$ cat src/rtl/display_pkg.sv
// rtl/display_pkg.sv - shared colour types, config FSM states and constants for the layer arbiter
package display_pkg;

  localparam int COLOR_W = 4;

  typedef struct packed {
    logic [COLOR_W-1:0] r;
    logic [COLOR_W-1:0] g;
    logic [COLOR_W-1:0] b;
  } rgb_t;

  typedef enum logic {
    CFG_IDLE,
    CFG_PENDING
  } cfg_state_t;

  localparam rgb_t BLACK_RGB = '0;

endpackage

$ cat src/rtl/prio_encoder.sv
// rtl/prio_encoder.sv - lowest-index-first priority encoder producing {valid, idx}
module prio_encoder #(
  parameter int N     = 4,
  parameter int IDX_W = $clog2(N)
) (
  input  logic [N-1:0]     req,
  output logic             valid,
  output logic [IDX_W-1:0] idx
);

  // Scan from the top down so the lowest set index is the last one written.
  always_comb begin
    valid = 1'b0;
    idx   = '0;
    for (int i = N - 1; i >= 0; i--) begin
      if (req[i]) begin
        valid = 1'b1;
        idx   = IDX_W'(i);
      end
    end
  end

endmodule

$ cat src/rtl/display_layer_arbiter.sv
// rtl/display_layer_arbiter.sv - per-pixel layer arbiter with frame-committed config; COLLISION_DETECT_EN adds collision outputs
module display_layer_arbiter #(
  parameter int NUM_LAYERS = 4,
  parameter int COLOR_W    = display_pkg::COLOR_W,
  parameter int IDX_W      = $clog2(NUM_LAYERS)
) (
  input  logic                            clk_25,
  input  logic                            reset,
  input  logic                            frame,
  input  logic                            disp_ena,
  input  logic [NUM_LAYERS-1:0]           draw_req,
  input  logic [NUM_LAYERS*3*COLOR_W-1:0] layer_rgb,
  input  logic                            cfg_valid,
  output logic                            cfg_ready,
  input  logic [NUM_LAYERS-1:0]           cfg_enable_mask,
  input  logic [3*COLOR_W-1:0]            cfg_bg_rgb,
  output logic [COLOR_W-1:0]              Red_level,
  output logic [COLOR_W-1:0]              Green_level,
  output logic [COLOR_W-1:0]              Blue_level,
  output logic                            winner_valid,
  output logic [IDX_W-1:0]                winner_idx,
`ifdef COLLISION_DETECT_EN
  output logic [NUM_LAYERS-1:0]           collision_mask,
  output logic                            collision_pulse,
`endif
  output logic                            pending_cfg
);

  import display_pkg::*;

  localparam int RGB_W = 3 * COLOR_W;

  cfg_state_t              state_q;
  cfg_state_t              state_d;
  logic                    cfg_accept;
  logic                    cfg_commit;
  logic [NUM_LAYERS-1:0]   active_mask;
  logic [NUM_LAYERS-1:0]   shadow_mask;
  logic [RGB_W-1:0]        active_bg;
  logic [RGB_W-1:0]        shadow_bg;

  logic [NUM_LAYERS-1:0]   eff;
  logic                    enc_valid;
  logic [IDX_W-1:0]        enc_idx;
  logic [RGB_W-1:0]        sel_rgb;
  logic                    sel_valid;
  logic [IDX_W-1:0]        sel_idx;

  // Config handshake: accept into shadow while idle, commit shadow on the next frame pulse.
  always_comb begin
    state_d     = state_q;
    cfg_ready   = 1'b0;
    pending_cfg = 1'b0;
    cfg_accept  = 1'b0;
    cfg_commit  = 1'b0;
    case (state_q)
      CFG_IDLE: begin
        cfg_ready = 1'b1;
        if (cfg_valid) begin
          cfg_accept = 1'b1;
          state_d    = CFG_PENDING;
        end
      end
      CFG_PENDING: begin
        pending_cfg = 1'b1;
        if (frame) begin
          cfg_commit = 1'b1;
          state_d    = CFG_IDLE;
        end
      end
      default: state_d = CFG_IDLE;
    endcase
  end

  // Config state, shadow and active registers; reset discards any pending shadow.
  always_ff @(posedge clk_25 or posedge reset) begin
    if (reset) begin
      state_q     <= CFG_IDLE;
      active_mask <= '1;
      active_bg   <= RGB_W'(BLACK_RGB);
      shadow_mask <= '1;
      shadow_bg   <= RGB_W'(BLACK_RGB);
    end else begin
      state_q <= state_d;
      if (cfg_accept) begin
        shadow_mask <= cfg_enable_mask;
        shadow_bg   <= cfg_bg_rgb;
      end
      if (cfg_commit) begin
        active_mask <= shadow_mask;
        active_bg   <= shadow_bg;
      end
    end
  end

  assign eff = draw_req & active_mask;

  prio_encoder #(
    .N     (NUM_LAYERS),
    .IDX_W (IDX_W)
  ) u_prio_encoder (
    .req   (eff),
    .valid (enc_valid),
    .idx   (enc_idx)
  );

  // Pixel mux: blanking forces black, otherwise winner colour or background.
  always_comb begin
    sel_rgb   = '0;
    sel_valid = 1'b0;
    sel_idx   = '0;
    if (disp_ena) begin
      if (enc_valid) begin
        sel_rgb   = layer_rgb[int'(enc_idx) * RGB_W +: RGB_W];
        sel_valid = 1'b1;
        sel_idx   = enc_idx;
      end else begin
        sel_rgb = active_bg;
      end
    end
  end

  // Single output register stage: pixel decided in cycle N appears in cycle N+1.
  always_ff @(posedge clk_25 or posedge reset) begin
    if (reset) begin
      Red_level    <= '0;
      Green_level  <= '0;
      Blue_level   <= '0;
      winner_valid <= 1'b0;
      winner_idx   <= '0;
    end else begin
      Red_level    <= sel_rgb[3*COLOR_W-1:2*COLOR_W];
      Green_level  <= sel_rgb[2*COLOR_W-1:COLOR_W];
      Blue_level   <= sel_rgb[COLOR_W-1:0];
      winner_valid <= sel_valid;
      winner_idx   <= sel_idx;
    end
  end

`ifdef COLLISION_DETECT_EN
  logic [NUM_LAYERS-1:0] coll_acc;
  logic [NUM_LAYERS-1:0] coll_next;
  logic                  multi_req;

  assign multi_req = (eff & (eff - NUM_LAYERS'(1))) != '0;

  // Fold this pixel's overlap into the accumulator so a frame-cycle collision reaches the snapshot.
  always_comb begin
    coll_next = coll_acc;
    if (disp_ena && multi_req) begin
      coll_next = coll_acc | eff;
    end
  end

  // Snapshot and clear on each frame pulse; pulse flags a nonzero snapshot.
  always_ff @(posedge clk_25 or posedge reset) begin
    if (reset) begin
      coll_acc        <= '0;
      collision_mask  <= '0;
      collision_pulse <= 1'b0;
    end else if (frame) begin
      coll_acc        <= '0;
      collision_mask  <= coll_next;
      collision_pulse <= |coll_next;
    end else begin
      coll_acc        <= coll_next;
      collision_pulse <= 1'b0;
    end
  end
`else
  // No collision tracking in this build.
`endif

endmodule

$ cat config.mk
export PLATFORM = sky130hd
export DESIGN_NAME = display_layer_arbiter
export DESIGN_NICKNAME = d
export VERILOG_FILES = /design/src/rtl/display_pkg.sv /design/src/rtl/prio_encoder.sv /design/src/rtl/display_layer_arbiter.sv
export SDC_FILE = /design/constraint.sdc
export NUM_CORES = 1
export LEC_CHECK = 0
export ABC_CLOCK_PERIOD_IN_PS = 1440
export CAP_MARGIN = 10
export CORE_MARGIN = 2
export CORE_UTILIZATION = 31
export DETAILED_ROUTE_END_ITERATION = 7
export PLACE_DENSITY = 0.63
export SETUP_SLACK_MARGIN = 0.02
export SYNTH_ARGS = -nofsm -noshare
export SYNTH_HDL_FRONTEND = slang
export SYNTH_HIERARCHICAL = 1
export SYNTH_SLANG_ARGS = --single-unit
$ cat constraint.sdc
create_clock -name clk_25 -period 1.44 [get_ports clk_25]
set_input_delay 0.144 -clock clk_25 [delete_from_list [all_inputs] [get_ports clk_25]]
set_output_delay 0.144 -clock clk_25 [all_outputs]
set_load 0.05 [all_outputs]
==> impl_metrics.toml <==
[finish]
final_net_count = 335
num_antenna_cells = 0
post-route-util = 0.504
n_fill_cell = 643
fin_area_um2 = 3600
area_growth_pct = 59.6
drive_gt1_frac = 0.369

[synth]
yosysSeqAreaShare = 0.537
avgSynthCellArea_um2 = 14.2
synth-main-ff-cell = "dfrtp_1"
synth_area_leader_cell = "dfrtp_1"
yosysWarningCount = 6
ys_types = 24
synthesis.area_um2 = 2250
synthTopCellsByArea = "dfrtp_1 44%, mux2_2 11%, mux2i_1 11%"
synth_edf_count = 0
synth_common_cells = "40 x dfrtp_1, 24 x mux2i_1, 23 x mux2_2, 13 x nand3b_1, 12 x o221ai_1"
post-synth-top-count-cell = "dfrtp_1"
synthCells = 159
synth_nets = 232
ys_ff_latch = 48
synthArstFlopShare = 1.00
synth_top_area_frac = 0.444

[setup_path]
rr_worst_depth = 7
crit_arrival_ps = 1870
start_kind = "flip-flop"
setup.worst_path.end_class = "flip-flop"
required_ps = 1610
cpMaxStageDelayCell = "dfstp_2"
reg2reg_slack_ps = -260
worstSetupStartpoint = "active_mask[2]"
cp_cell_sequence = "and2_4, nor2_4, nor3_4, buf_6, clkbuf_16, mux2i_1, o221ai_1"
crit_type = "reg2reg"
timing.rr.end = "Blue_level[2]"
critPathMaxFanout = 6
endpoint = "Blue_level[2]"
r2r_start = "active_mask[2]"
slowest_delay_ps = 530

[placement]
gp_congestion = 0.687
io_buffer_count = 89
dpl.hpwl_um = 3840
dpl_cell_area_um2 = 3350

[outcome]
outcome = "finished, violations left"
violations = "negative setup slack"

[timing]
tightestPinTransition_ps = 386
grt_setup_unrepaired = "true"
relSlewSlack = 0.742
whs_ps = 143
setup_viol = 13
slew_violations = 0
period_share = 1.18
hold_viol_final = 0
min_period_ps = 1700
fin_skew_ps = 5.57
fmax_mhz = 589
fin_ws_ps = -258

[global_route]
grt_usage = 0.132
use_met3 = 0.0425
top_usage_layer = "met2"
use_met1 = 0.159
grt_max_degree = 19
grt_pass1_vias = 1641
grt_overflow = 0
grt_pass1_wl_um = 7910
antenna_found_initial = 0
use_met2 = 0.223

[pwr]
switching_share = 0.345
powerDensity_nw_per_um2 = 1590
vdd_drop_max_uv = 432
p_total_mw = 5.73
clkPwrFrac = 0.166
internal_power_mw = 3.75
leakagePower_nw = 1.51
power.switching_mw = 1.98
p_comb_frac = 0.474
seqPwrFrac = 0.360

[clocking]
clkSinkCount = 48
insertion_delay_ps = 300
numCtsBuffers = 5
cts_tree = "done"
clockRootBuffer = "clkbuf_8"
clockBufferDepth = 2
path_clk_slew_ps = 80
htree_num_levels = 2
hold_buffers = 0

[flow_run]
drv_cap = 0

[drt]
drtIter0Drc = 89
final_antenna_net_count = 0
via_count = 1626
firstDrtPassIters = 4
wl_per_cell_um = 15.1
drt_wl_total_um = 5470
drc = 0
detail_route.vias_per_cell = 4.49

[floorplanning]
die_area_um2 = 7970
io-pin-count = 90
die-height_um = 89.3
start_util = 0.316
die_w_um = 89.3
core_area_um2 = 7140
rows = 31

[worst_hold_path]
hold_path_class = "in2async"
## cell usage in the layout, fill, tap and decap left out, drive strengths merged
master         netlist  final
and3                 1      1
clkinv               0      1
inv                  4      4
clkbuf               1      8
nor3                 1      1
a21oi                1      1
clkdlybuf4s50        0     72
o21bai               1      1
and2                 5      5
bufinv               0      1
nand2                2      2
dfrtp               40     40
nor2b                1      1
dfstp                8      8
nand3                1      1
nor2                 2      2
nand3b              13     13
buf                  9     32
o221ai              12     12
nand2b               1      1
mux2i               24     24
mux2                32     32
## registers in the layout (all words and copies together), names as in the netlist
name	count
Blue_level	4
Red_level	4
Green_level	4
active_mask	4
shadow_bg	12
winner_valid	1
winner_idx	2
active_bg	12
shadow_mask	4
state_q	1
## logic make-up (layout without fill, tap and decap cells)
| kind of cell | Yosys count | after routing | synth area share |
|---|---|---|---|
| AOI/OAI and AO/OA | 14 | 14 | 0.0539 |
| muxes | 56 | 56 | 0.282 |
| DFF | 48 | 48 | 0.537 |
| buffers and inverters | 14 | 118 | 0.0472 |
| and+or+nand+nor | 27 | 27 | 0.0800 |
## power by group through the flow
stage	clock [mW]	combinational, mW	sequential [mW]
2_1_floorplan	0	1.08	2.60
3_3_place_gp	0	2.37	2.08
3_5_place_dp	0	2.40	2.09
4_1_cts	0.979	2.53	2.07
5_1_grt	1.04	2.88	2.13
6_report	0.952	2.72	2.06
## worst max-delay path: cells and delay by family (launching register included)
kind	cells	cell delay, ps
AO/OA/AOI/OAI	1	130
buffers and inverters	2	310
AND/OR/NAND/NOR	3	390
flip-flops	1	530
multiplexers	1	200
## area by class of cell
| class | count | area (um2) | share of cell area |
|---|---|---|---|
| multi-input combinational | 97 | 982 | 0.273 |
| tap | 99 | 124 | 0.0344 |
| inverter | 4 | 15.0 | 0.00418 |
| sequential | 48 | 1210 | 0.337 |
| clock inverter | 2 | 35.0 | 0.00974 |
| clock buffer | 6 | 72.6 | 0.0202 |
| timing repair buffer | 106 | 1150 | 0.321 |
## through the flow
step | instances | setup TNS [ps] | setup WS, ps
final | 362 | -2790 | -258
after global routing | 362 | -3940 | -364
after CTS | 358 | -2320 | -216
after detailed placement | 348 | -3440 | -314
after global placement | 348 | -3050 | -293
after floorplan | 159 | -1370 | -119
## what timing repair did
action	CTS	global route
gates resized for setup	4	8
setup buffers	1	2
cloned	1	2
pin swaps	1	7
endpoints found under the setup margin	12	15
## how the worst min path moves through the flow
stage | start | cells past startpoint | slack, ps | end
3_5_place_dp | reset | 2 | 480 | shadow_bg[7]
4_1_cts | reset | 2 | 160 | shadow_bg[1]
2_1_floorplan | frame | 1 | 240 | state_q
3_3_place_gp | reset | 2 | 480 | shadow_bg[7]
5_1_grt | reset | 2 | 160 | shadow_bg[1]
6_report | reset | 2 | 140 | shadow_bg[7]
## per-layer routing
layer,share of wire,routed length (um)
met1,0.42,2300
met2,0.49,2690
met3,0.074,407
met4,0.014,74
met5,0,0
(Power assumes the default switching activity.)
